File: src/rtl/pc_sequencer.sv
// Program-counter sequencer: stall, branch, jump, jump-register, exception redirect with EPC
// capture, and a circular return-address stack for call/return.
module pc_sequencer #(
  parameter int                ADDR_W     = 32,
  parameter logic [ADDR_W-1:0] RESET_PC   = '0,
  parameter logic [ADDR_W-1:0] EXC_VECTOR = ADDR_W'(32'h0000_0020),
  parameter int                RAS_DEPTH  = 4
) (
  input  logic                     clock,
  input  logic                     reset_n,
  input  logic                     stall,
  input  logic                     sign_jump,
  input  logic [ADDR_W-1:0]        jump_address,
  input  logic                     select_branch,
  input  logic signed [ADDR_W-1:0] extended_immediate,
  input  logic                     jump_reg,
  input  logic [ADDR_W-1:0]        reg_address,
  input  logic                     call,
  input  logic                     ret,
  input  logic                     exception,
  output logic [ADDR_W-1:0]        PC,
  output logic [ADDR_W-1:0]        epc,
  output logic                     ras_empty,
  output logic                     ras_full,
  output logic                     ras_error
);

  localparam int PTR_W = $clog2(RAS_DEPTH);
  localparam int CNT_W = PTR_W + 1;

  typedef enum logic [2:0] {
    SRC_SEQ,
    SRC_BRANCH,
    SRC_JUMP,
    SRC_JREG,
    SRC_RET,
    SRC_HOLD,
    SRC_EXC
  } src_e;

  src_e              src;
  logic [ADDR_W-1:0] ras_mem [RAS_DEPTH];
  logic [PTR_W-1:0]  top_ptr;
  logic [PTR_W-1:0]  push_ptr;
  logic [CNT_W-1:0]  count;
  logic [ADDR_W-1:0] pc_inc;
  logic [ADDR_W-1:0] pc_branch;
  logic [ADDR_W-1:0] pc_next;
  logic [ADDR_W-1:0] ras_top;
  logic              do_push;
  logic              do_pop;
  logic              underflow;
  logic              overflow;

  // Next-PC source selection, highest priority first.
  always_comb begin
    src = SRC_SEQ;
    if (exception)          src = SRC_EXC;
    else if (stall)         src = SRC_HOLD;
    else if (ret)           src = SRC_RET;
    else if (jump_reg)      src = SRC_JREG;
    else if (sign_jump)     src = SRC_JUMP;
    else if (select_branch) src = SRC_BRANCH;
  end

  assign pc_inc    = PC + ADDR_W'(1);
  assign pc_branch = pc_inc + extended_immediate;
  assign ras_top   = ras_mem[top_ptr];
  assign push_ptr  = top_ptr + PTR_W'(1);

  assign ras_empty = (count == '0);
  assign ras_full  = (count == CNT_W'(RAS_DEPTH));

  // Only absolute and register jumps can be calls; a return never pushes.
  assign do_push   = call && ((src == SRC_JUMP) || (src == SRC_JREG));
  assign do_pop    = (src == SRC_RET) && !ras_empty;
  assign underflow = (src == SRC_RET) && ras_empty;
  assign overflow  = do_push && ras_full;

  always_comb begin
    pc_next = pc_inc;
    case (src)
      SRC_EXC:    pc_next = EXC_VECTOR;
      SRC_HOLD:   pc_next = PC;
      SRC_RET:    pc_next = do_pop ? ras_top : reg_address;
      SRC_JREG:   pc_next = reg_address;
      SRC_JUMP:   pc_next = jump_address;
      SRC_BRANCH: pc_next = pc_branch;
      default:    pc_next = pc_inc;
    endcase
  end

  // Control state: PC, EPC, stack pointer/count and sticky error.
  always_ff @(posedge clock or negedge reset_n) begin
    if (!reset_n) begin
      PC        <= RESET_PC;
      epc       <= '0;
      count     <= '0;
      top_ptr   <= '0;
      ras_error <= 1'b0;
    end else begin
      PC <= pc_next;
      if (src == SRC_EXC) begin
        epc   <= PC;
        count <= '0;
      end else if (do_push) begin
        // A full stack wraps the top pointer onto the oldest entry.
        top_ptr <= push_ptr;
        if (!ras_full) count <= count + CNT_W'(1);
      end else if (do_pop) begin
        top_ptr <= top_ptr - PTR_W'(1);
        count   <= count - CNT_W'(1);
      end
      if (overflow || underflow) ras_error <= 1'b1;
    end
  end

  // Stack storage is data only; entries are meaningless while count is zero.
  always_ff @(posedge clock) begin
    if (do_push) ras_mem[push_ptr] <= pc_inc;
  end

endmodule

File: config.mk
export PLATFORM = sky130hd
export DESIGN_NAME = pc_sequencer
export DESIGN_NICKNAME = d
export VERILOG_FILES = /design/src/rtl/pc_sequencer.sv
export SDC_FILE = /design/constraint.sdc
export NUM_CORES = 1
export LEC_CHECK = 0
export CORE_ASPECT_RATIO = 0.5
export CORE_MARGIN = 3
export CORE_UTILIZATION = 55
export CTS_CLUSTER_SIZE = 14
export DETAILED_ROUTE_END_ITERATION = 10
export PLACE_DENSITY_LB_ADDON = 0.12
export SKIP_CTS_REPAIR_TIMING = 1
export SLEW_MARGIN = 10
export SYNTH_ARGS = -nofsm -noshare
export SYNTH_HDL_FRONTEND = slang
export SYNTH_SLANG_ARGS = --single-unit
File: constraint.sdc
create_clock -name clock -period 6.05 [get_ports clock]
set_clock_uncertainty 0.1 [all_clocks]
set_input_delay 1.5125 -clock clock [delete_from_list [all_inputs] [get_ports clock]]
set_output_delay 1.5125 -clock clock [all_outputs]
set_load 0.05 [all_outputs]
## Yosys cells after proc, flatten, opt, wreduce, memory -nomap -nowiden

Memories as Yosys holds them, arrays and structs flattened.
Cells that the tools add are included.

- Register bits: 70
- Memories: 1
- Memory bits (writable): 128

- Mux-type cells: 16
- Eq/ne operators: 8
- Add/subtract/negate cells: 6
- Reduce and logical (&&, ||, !) cells: 12
- Bitwise gates (word level): 1

Memories:

| name | depth | width | read ports | clocked after Yosys merged registers in | write ports | line | text |
|---|---|---|---|---|---|---|---|
| ras_mem | 4 | 32 | 1 | 0 | 1 | 42 | `logic [ADDR_W-1:0] ras_mem [RAS_DEPTH];` |

Operators with widths:

| cell | number |
|---|---|
| case mux 32 bit (6 select lines) | 1 |
| adder 32 x 1 -> 32 bit (second input constant) | 1 |
| adder 32 bit | 1 |
| 2-to-1 mux 32 bit | 1 |
| 2-to-1 mux 3 bit | 7 |
| equality test 3 bit (second input constant) | 4 |
| 2-to-1 mux 2 bit | 4 |
| equality test 3 x 2 -> 1 bit (second input constant) | 2 |
| logical AND 1 bit | 4 |
| AND reduction 2 bit | 2 |
| adder 3 x 1 -> 3 bit (second input constant) | 1 |
| equality test 3 x 1 -> 1 bit (second input constant) | 1 |
| logical NOT 3 bit | 1 |
| 2-to-1 mux 1 bit | 3 |
| != test 3 x 2 -> 1 bit (second input constant) | 1 |
| nonzero test 3 bit | 1 |
| subtractor 3 x 1 -> 3 bit (second input constant) | 1 |
| adder 2 x 1 -> 2 bit (second input constant) | 1 |
| logical OR 1 bit | 2 |
| nonzero test 2 bit | 1 |
| subtractor 2 x 1 -> 2 bit (second input constant) | 1 |
| logical NOT 1 bit | 1 |
| NOT 1 bit | 1 |

## Logic depth before layout (Yosys ltp)

- Word-level depth: 11
- Depth in mapped cells: 17
- Depth with buffers taken out: 16

## Worst setup path after synthesis

Ideal clock, no wire load.

- Kind: reg-to-reg
- Start point: reg PC[0]
- End point: reg PC[27]
- Arrival: 3.968 ns
- Path slack: 1.837 ns
- Library setup time: 0.146 ns
- Clock period less this slack: 4.213 ns
- Data required time: 5.804 ns
- Path buffers: 1
- Stages on the path, launching flop included: 17
- Path through: dfrtp_1 ha_1 and4_2 nand3_1 nor2_1 and3_1 clkbuf_1 nand3_1 xnor2_1 ha_1 nand4_1 or3_1 a211oi_1 nor2_1 xnor2_1 a221oi_1 a221oi_1

- Word-level cells in the longest chain between the ends: 3

RTL lines:

| what | line | text |
|---|---|---|
| start, declared | 21 | `output logic [ADDR_W-1:0] PC,` |
| start signal, assigned | 102 | `PC <= pc_next;` |
| adder 32 x 1 -> 32 bit | 66 | `assign pc_inc = PC + ADDR_W'(1);` |
| named net pc_inc[24] | 46 | `logic [ADDR_W-1:0] pc_inc;` |
| adder 32 bit | 67 | `assign pc_branch = pc_inc + extended_immediate;` |
| case mux 32 bit (6 select lines) | 82 | `case (src)` |

The timed path passes the listed nets, and every way through them passes these cells.
A chain may end at the register's enable or synchronous reset.

## Worst setup path in the final report

Same ends and word-level chain as after synthesis.

==> results.py <==
metrics = {
    "logic_synthesis": {
        "synth_area_sq_um": 10800,
        "synth_top_area_frac": 0.355,
        "synth_area_leaders": "edfxtp_1, dfrtp_1, mux4_2",
        "seq_area_frac_synth": 0.517,
        "post_synth_num_cell_types": 77,
        "synthCells": 888,
        "async_flop_share": 0.354,
        "yosys.area.top_type": "edfxtp_1",
        "synth_top_flop_cell": "edfxtp_1",
        "syn_avg_cell_area_sq_um": 12.2,
        "ys_ff_latch": 198,
        "yosysWarnings": 0,
        "synth_edf_count": 128,
        "syn_nets": 1038,
    },
    "grt": {
        "grt_pass1_vias": 8515,
        "grtUsageTotal": 0.316,
        "antenna_found_initial": 0,
        "grt_pass1_wl_mm": 50.5,
        "overflow": 0,
        "grt_max_degree": 39,
    },
    "sta": {
        "finalSetupTns_ns": 0,
        "finalCriticalPeriod_ns": 4.65,
        "setup-violations-final": 0,
        "worstMarginPinSlew_ns": 0.984,
        "fmax_ghz": 0.215,
        "relSlewSlack": 0.343,
        "holdWs_ns": 0.378,
        "period_share": 0.769,
        "hold_viol_final": 0,
        "slew_viol_final": 0,
        "setup_ws_ns": 1.40,
        "rsz0062_at_grt": "false",
    },
    "clock_tree": {
        "htree_levels": 4,
        "cts_buffers": 17,
        "root_buffer": "clkbuf_16",
        "clockBufferDepth": 2,
        "insertion_delay_ns": 0.45,
        "cts_tree": "done",
        "clk_pin_slew_ns": 0.08,
        "numClockSinks": 198,
    },
    "placed_design": {
        "port_buffers": 171,
        "gp_congestion": 0.932,
        "dp_hpwl_mm": 22.9,
        "post-place-cells": 1285,
        "postPlaceCellArea_sq_um": 12800,
        "place_ws_ns": 1.48,
    },
    "power_and_ir_drop": {
        "p_total_mw": 4.62,
        "p_leak_nw": 5.06,
        "ir_drop_mv": 0.233,
        "p_per_area_nw_per_um2": 346,
    },
    "die": {
        "die_w_um": 204,
        "io_pins": 172,
        "initial_core_util": 0.574,
        "core_sq_um": 18800,
        "fp-row-count": 35,
        "die_height_um": 105,
        "dieArea_sq_um": 21500,
    },
    "worst_setup_path": {
        "cp_data_arrival_time_ns": 4.86,
        "start_kind": "register",
        "path_class": "register to register",
        "r2r_slack_ns": 1.40,
        "required_ns": 6.25,
        "worstPathMaxFanout": 8,
        "end_kind": "register",
    },
    "finish": {
        "multi_input_area_sq_um": 4950,
        "finalInstanceArea_sq_um": 13400,
        "seqCellArea_sq_um": 5600,
        "diodes": 0,
        "fillCellCount": 1353,
        "layout-area-overhead-vs-synth_pct": 23.5,
        "drive_gt1_frac": 0.136,
        "nNetsFinal": 1195,
        "instances_no_fill": 1317,
        "utilization": 0.709,
    },
    "drt": {
        "routed_wl_mm": 33.3,
        "drc": 0,
        "post_drt_via_cell_ratio": 6.47,
        "vias": 8527,
        "wl_per_cell_um": 25.3,
        "drtPass1Iterations": 6,
        "drt_iter0_markers": 1003,
        "ant_nets": 0,
    },
    "hold_path": {
        "min_path_type": "register to register",
    },
    "status": {
        "outcome": "completed",
    },
    "job": {
        "drv_cap": 0,
    },
}
path summary, 6_finish.rpt:
kind	start	end	depth (start not counted)
setup / recovery	PC[0]	PC[27]	15
hold / removal	ras_error	ras_error	1
setup reg to reg	PC[0]	PC[27]	15
hold reg to reg	ras_error	ras_error	1
max in group asynchronous	reset_n	epc[24]	2
min in group asynchronous	reset_n	epc[2]	1
cells in the mapped netlist (20+ instances only):
| cell type | instances |
|---|---|
| edfxtp_1 | 128 |
| dfrtp_1 | 70 |
| nor2_1 | 56 |
| a21oi_1 | 52 |
| nand2_1 | 51 |
| o21ai_0 | 49 |
| ha_1 | 43 |
| xnor2_1 | 37 |
| mux2_2 | 36 |
| clkbuf_1 | 33 |
| mux4_2 | 32 |
| nand3_1 | 27 |
| a221oi_1 | 21 |
| inv_1 | 20 |
state kept, by name, indices dropped and copies added (netlist names):
| name | cells |
|---|---|
| ras_mem | 128 |
| PC | 32 |
| epc | 32 |
| count | 3 |
| top_ptr | 2 |
| ras_error | 1 |
worst max-delay path, cell delays in order (launching register included):
cell	delay (ns)
dfrtp_1	0.48
ha_1	0.29
and4_2	0.31
nand3_1	0.22
nor2_1	0.32
and3_1	0.38
nand3_1	0.18
xnor2_1	0.52
ha_1	0.28
nand4_1	0.13
or3_1	0.40
a211oi_1	0.30
nor2_1	0.10
xnor2_1	0.13
a221oi_1	0.27
a221oi_1	0.08
final cells by class:
class                   instances  share of cell area
clock buffers                  19              0.0332
clock inverters                13             0.00862
inverters                      22             0.00618
multi-input cells             618               0.371
flip-flops and latches        198               0.419
well taps                     259              0.0243
repair buffers                188               0.138
power by group:
| group | switching (mW) | leakage (nW) | internal, mW |
|---|---|---|---|
| clock | 0.554 | 0.272 | 0.553 |
| combinational | 0.988 | 2.74 | 0.725 |
| sequential | 0.204 | 2.06 | 1.59 |
logic make-up (layout without fill, tap and decap cells):
logic type | Yosys count | in the layout | synth area share
AO/OA/AOI/OAI | 240 | 240 | 0.152
multiplexers | 72 | 72 | 0.108
XOR/XNOR | 54 | 54 | 0.0444
AND/OR/NAND/NOR | 207 | 207 | 0.0986
adder cells (fa/ha/maj) | 45 | 45 | 0.0534
flip-flops | 198 | 198 | 0.517
buffers and inverters | 72 | 242 | 0.0265
placed cells by master (no fill, tap or decap), types with 16 or more instances in the layout:
cell             synthesis  final
nor2_1                  56     54
o21ai_0                 49     48
a221oi_1                21     21
mux4_2                  32     32
xnor2_1                 37     37
nand2_1                 51     51
clkdlybuf4s50_1          0    169
mux2_2                  36     36
buf_4                    1     17
inv_1                   20     20
xor2_1                  16     16
nand3_1                 27     27
edfxtp_1               128    128
ha_1                    43     43
clkbuf_16                0     17
a221o_1                 18     18
a21oi_1                 52     52
dfrtp_1                 70     69
per-layer routing:
metal  global-route usage  vias up  routed length [um]
li1                     -     3766                   -
met4               0.0780        0                 489
met1                0.452     4237               13800
met3               0.0791       42                3680
met5                    0        -                   0
met2                0.489      482               15300
No activity file was read; power rests on OpenSTA's default activity.
==> RTL change, RTL diff (same settings) <==
Make the reset (`reset_n`) synchronous in one clocked block.
--- a/src/rtl/pc_sequencer.sv
+++ b/src/rtl/pc_sequencer.sv
@@ -91,7 +91,7 @@
   end
 
   // Control state: PC, EPC, stack pointer/count and sticky error.
-  always_ff @(posedge clock or negedge reset_n) begin
+  always_ff @(posedge clock) begin
     if (!reset_n) begin
       PC        <= RESET_PC;
       epc       <= '0;
Function: differs if reset_n is asserted again (counterexample within 4 cycles, from zero or initial values and one cycle with reset_n low); with reset_n held inactive, the same outputs for 4 cycles.
==> RTL change against the original RTL <==
Hold slack gained 0.012 ns; global-route usage shrank 0.66 points; setup slack lost 0.45 ns; die area shrank 2.5%; cell count grew 2.2%; routed wire length shrank 2.4%; count of clock-buffer cells in the layout grew 2; sequential cell count grew 2; area after synthesis shrank 2.6%; critical path depth shrank 1; first-iteration DRC count grew 3.7%; final area shrank 2.0%; largest cell class unchanged.
Power is not compared: it rests on default switching activity, and its combinational part moved more than twofold at a synthesized area within 25%.
==> RTL change: results (changes against the original RTL) <==
[cells_and_area]
diodes = 0  ; unchanged
drive_gt1_share_pct = 9.02  ; -4.6 points
fillers = 1372  ; +1.4%
layout.nets = 1224  ; +2.4%

[power]
p_clk_share_pct = 34.1
powerSeq_mw = 1.52
seqPwrFrac_pct = 47.9
peakVddDrop_v = 0.000204
switching_share_pct = 28.2

[logic_synthesis]
yosys_warnings = 0  ; unchanged
async_reset_ff_share_pct = 0  ; -35 points
synthTopCellsByArea = edfxtp_1 (37%), dfxtp_1 (14%), mux4_2 (6.8%)
ys_ff_latch = 200  ; +1.0%
ys_types = 68  ; -12%
yosysSeqAreaShare_pct = 50.2  ; -1.5 points
synth_edf_count = 128  ; unchanged
synth_nets = 1063  ; +2.4%
ys_top_cells_by_count = edfxtp_1 (128), nor2_1 (77), dfxtp_1 (72), a21oi_1 (66), nand2_1 (57)

[setup_path]
critical-path-slowest-cell = nor4_1
startpoint_type = flop
slowest_delay_ns = 0.83  ; +0.31 ns
cp-endpoint = PC[31]$_SDFFE_PN0P_
rr_startpoint = PC[7]$_SDFFE_PN0P_
arrival_ns = 5.34  ; +0.48 ns
reg2regPathDepth = 14  ; -1
critPathMaxFanout = 7  ; -1

[routing]
drtPass1Iterations = 5  ; -1
top_layer = met4
drt_iter0_drc = 1040  ; +3.7%
routed-wl-met2_um = 14500  ; -5.5%
wl_met1_um = 14200  ; +3.3%
wl_met3_um = 3330  ; -9.6%
routed_wl_um = 32500  ; -2.4%
via_per_inst = 6.47  ; about the same

[sta]
slew_headroom_pct = 36.2  ; +2.0 points
max_freq_mhz = 196  ; -8.9%

[global_routing]
met2_usage_pct = 46.7  ; -2.2 points
met1_usage_pct = 46.5  ; +1.4 points
track_usage_pct = 30.9  ; -0.66 points
use_met3_pct = 6.15  ; -1.8 points
first_global_vias = 8572  ; +0.67%
grt_pass1_wl_um = 49900  ; -1.3%

[clock_tree]
clock_latency_ns = 0.44

[placement]
place_congestion = 1.00  ; +7.6%
hpwl_um = 22400  ; -2.2%
dp_worst_setup_slack_ns = 1.14  ; -0.348 ns

[floorplan]
core_mm2 = 0.0186  ; -1.4%

[status]
status = complete, no violations

==> RTL change: cell types whose count changed in the layout (fill, tap and decap cells not counted), sizes merged, moves of 14 or more <==
| cell | unedited run | this run |
|---|---|---|
| a21oi | 52 | 66 |
| nor2 | 56 | 77 |
| dfxtp | 0 | 72 |
| dfrtp | 70 | 0 |
| mux2 | 36 | 1 |
| mux2i | 4 | 38 |
==> RTL change: kinds of logic (layout without fill, tap and decap cells) <==
kind of cell,count (synthesis),in the layout,share of synthesized area (%)
XOR/XNOR,54,54,4.49
AND/OR/NAND/NOR,244,244,11.4
multiplexers,71,71,10.6
buffers and inverters,64,238,2.33
adder cells (fa/ha/maj),45,45,5.49
flip-flops,200,200,50.2
AO/OA/AOI/OAI,235,235,15.5
==> RTL change: worst register-to-register path, stage by stage (launching register included) <==
cell and delay, ns:
dfxtp_1 0.50, nand4_2 0.21, or4_1 0.68, nor3b_4 0.44, nand2b_1 0.18, xnor2_1 0.40
ha_1 0.29, nand2_1 0.15, nor4_1 0.83, o2111ai_1 0.22, a211oi_1 0.37, a311oi_1 0.15
o221ai_1 0.21, o21ai_1 0.09, a41oi_1 0.21
==> RTL change: worst min-delay path by stage <==
| stage | start | end | slack [ns] | cells after the start |
|---|---|---|---|---|
| after global placement | epc[9]$_SDFFE_PN0P_ | epc[9]$_SDFFE_PN0P_ | 0.37 | 2 |
| final | epc[29]$_SDFFE_PN0P_ | epc[29]$_SDFFE_PN0P_ | 0.39 | 2 |
| after detailed placement | epc[29]$_SDFFE_PN0P_ | epc[29]$_SDFFE_PN0P_ | 0.38 | 2 |
| after CTS | epc[29]$_SDFFE_PN0P_ | epc[29]$_SDFFE_PN0P_ | 0.40 | 2 |
| after global routing | epc[5]$_SDFFE_PN0P_ | epc[5]$_SDFFE_PN0P_ | 0.42 | 2 |
| after floorplan | count[2]$_SDFFE_PP0P_ | count[2]$_SDFFE_PP0P_ | 0.39 | 2 |
==> RTL change: layout make-up <==
cell class | count | area, um2 | share of cell area [%]
Clock buffer | 21 | 460 | 3.52
Clock inverter | 11 | 91.3 | 0.698
Inverter | 14 | 52.6 | 0.402
Multi-Input combinational cell | 649 | 5010 | 38.3
Sequential cell | 200 | 5290 | 40.4
Tap cell | 259 | 324 | 2.48
Timing Repair Buffer | 192 | 1860 | 14.2
==> RTL change: metrics by stage <==
step / cells / util [%] / hold WS [ns] / instance area (um2)
after global placement: 1314 / 67.5 / 0.372 / 12500
after CTS: 1346 / 70.5 / 0.396 / 13100
final: 1346 / 70.5 / 0.391 / 13100
after global routing: 1346 / 70.5 / 0.424 / 13100
after floorplan: 913 / - / 0.394 / 10500
after detailed placement: 1314 / 67.5 / 0.377 / 12500
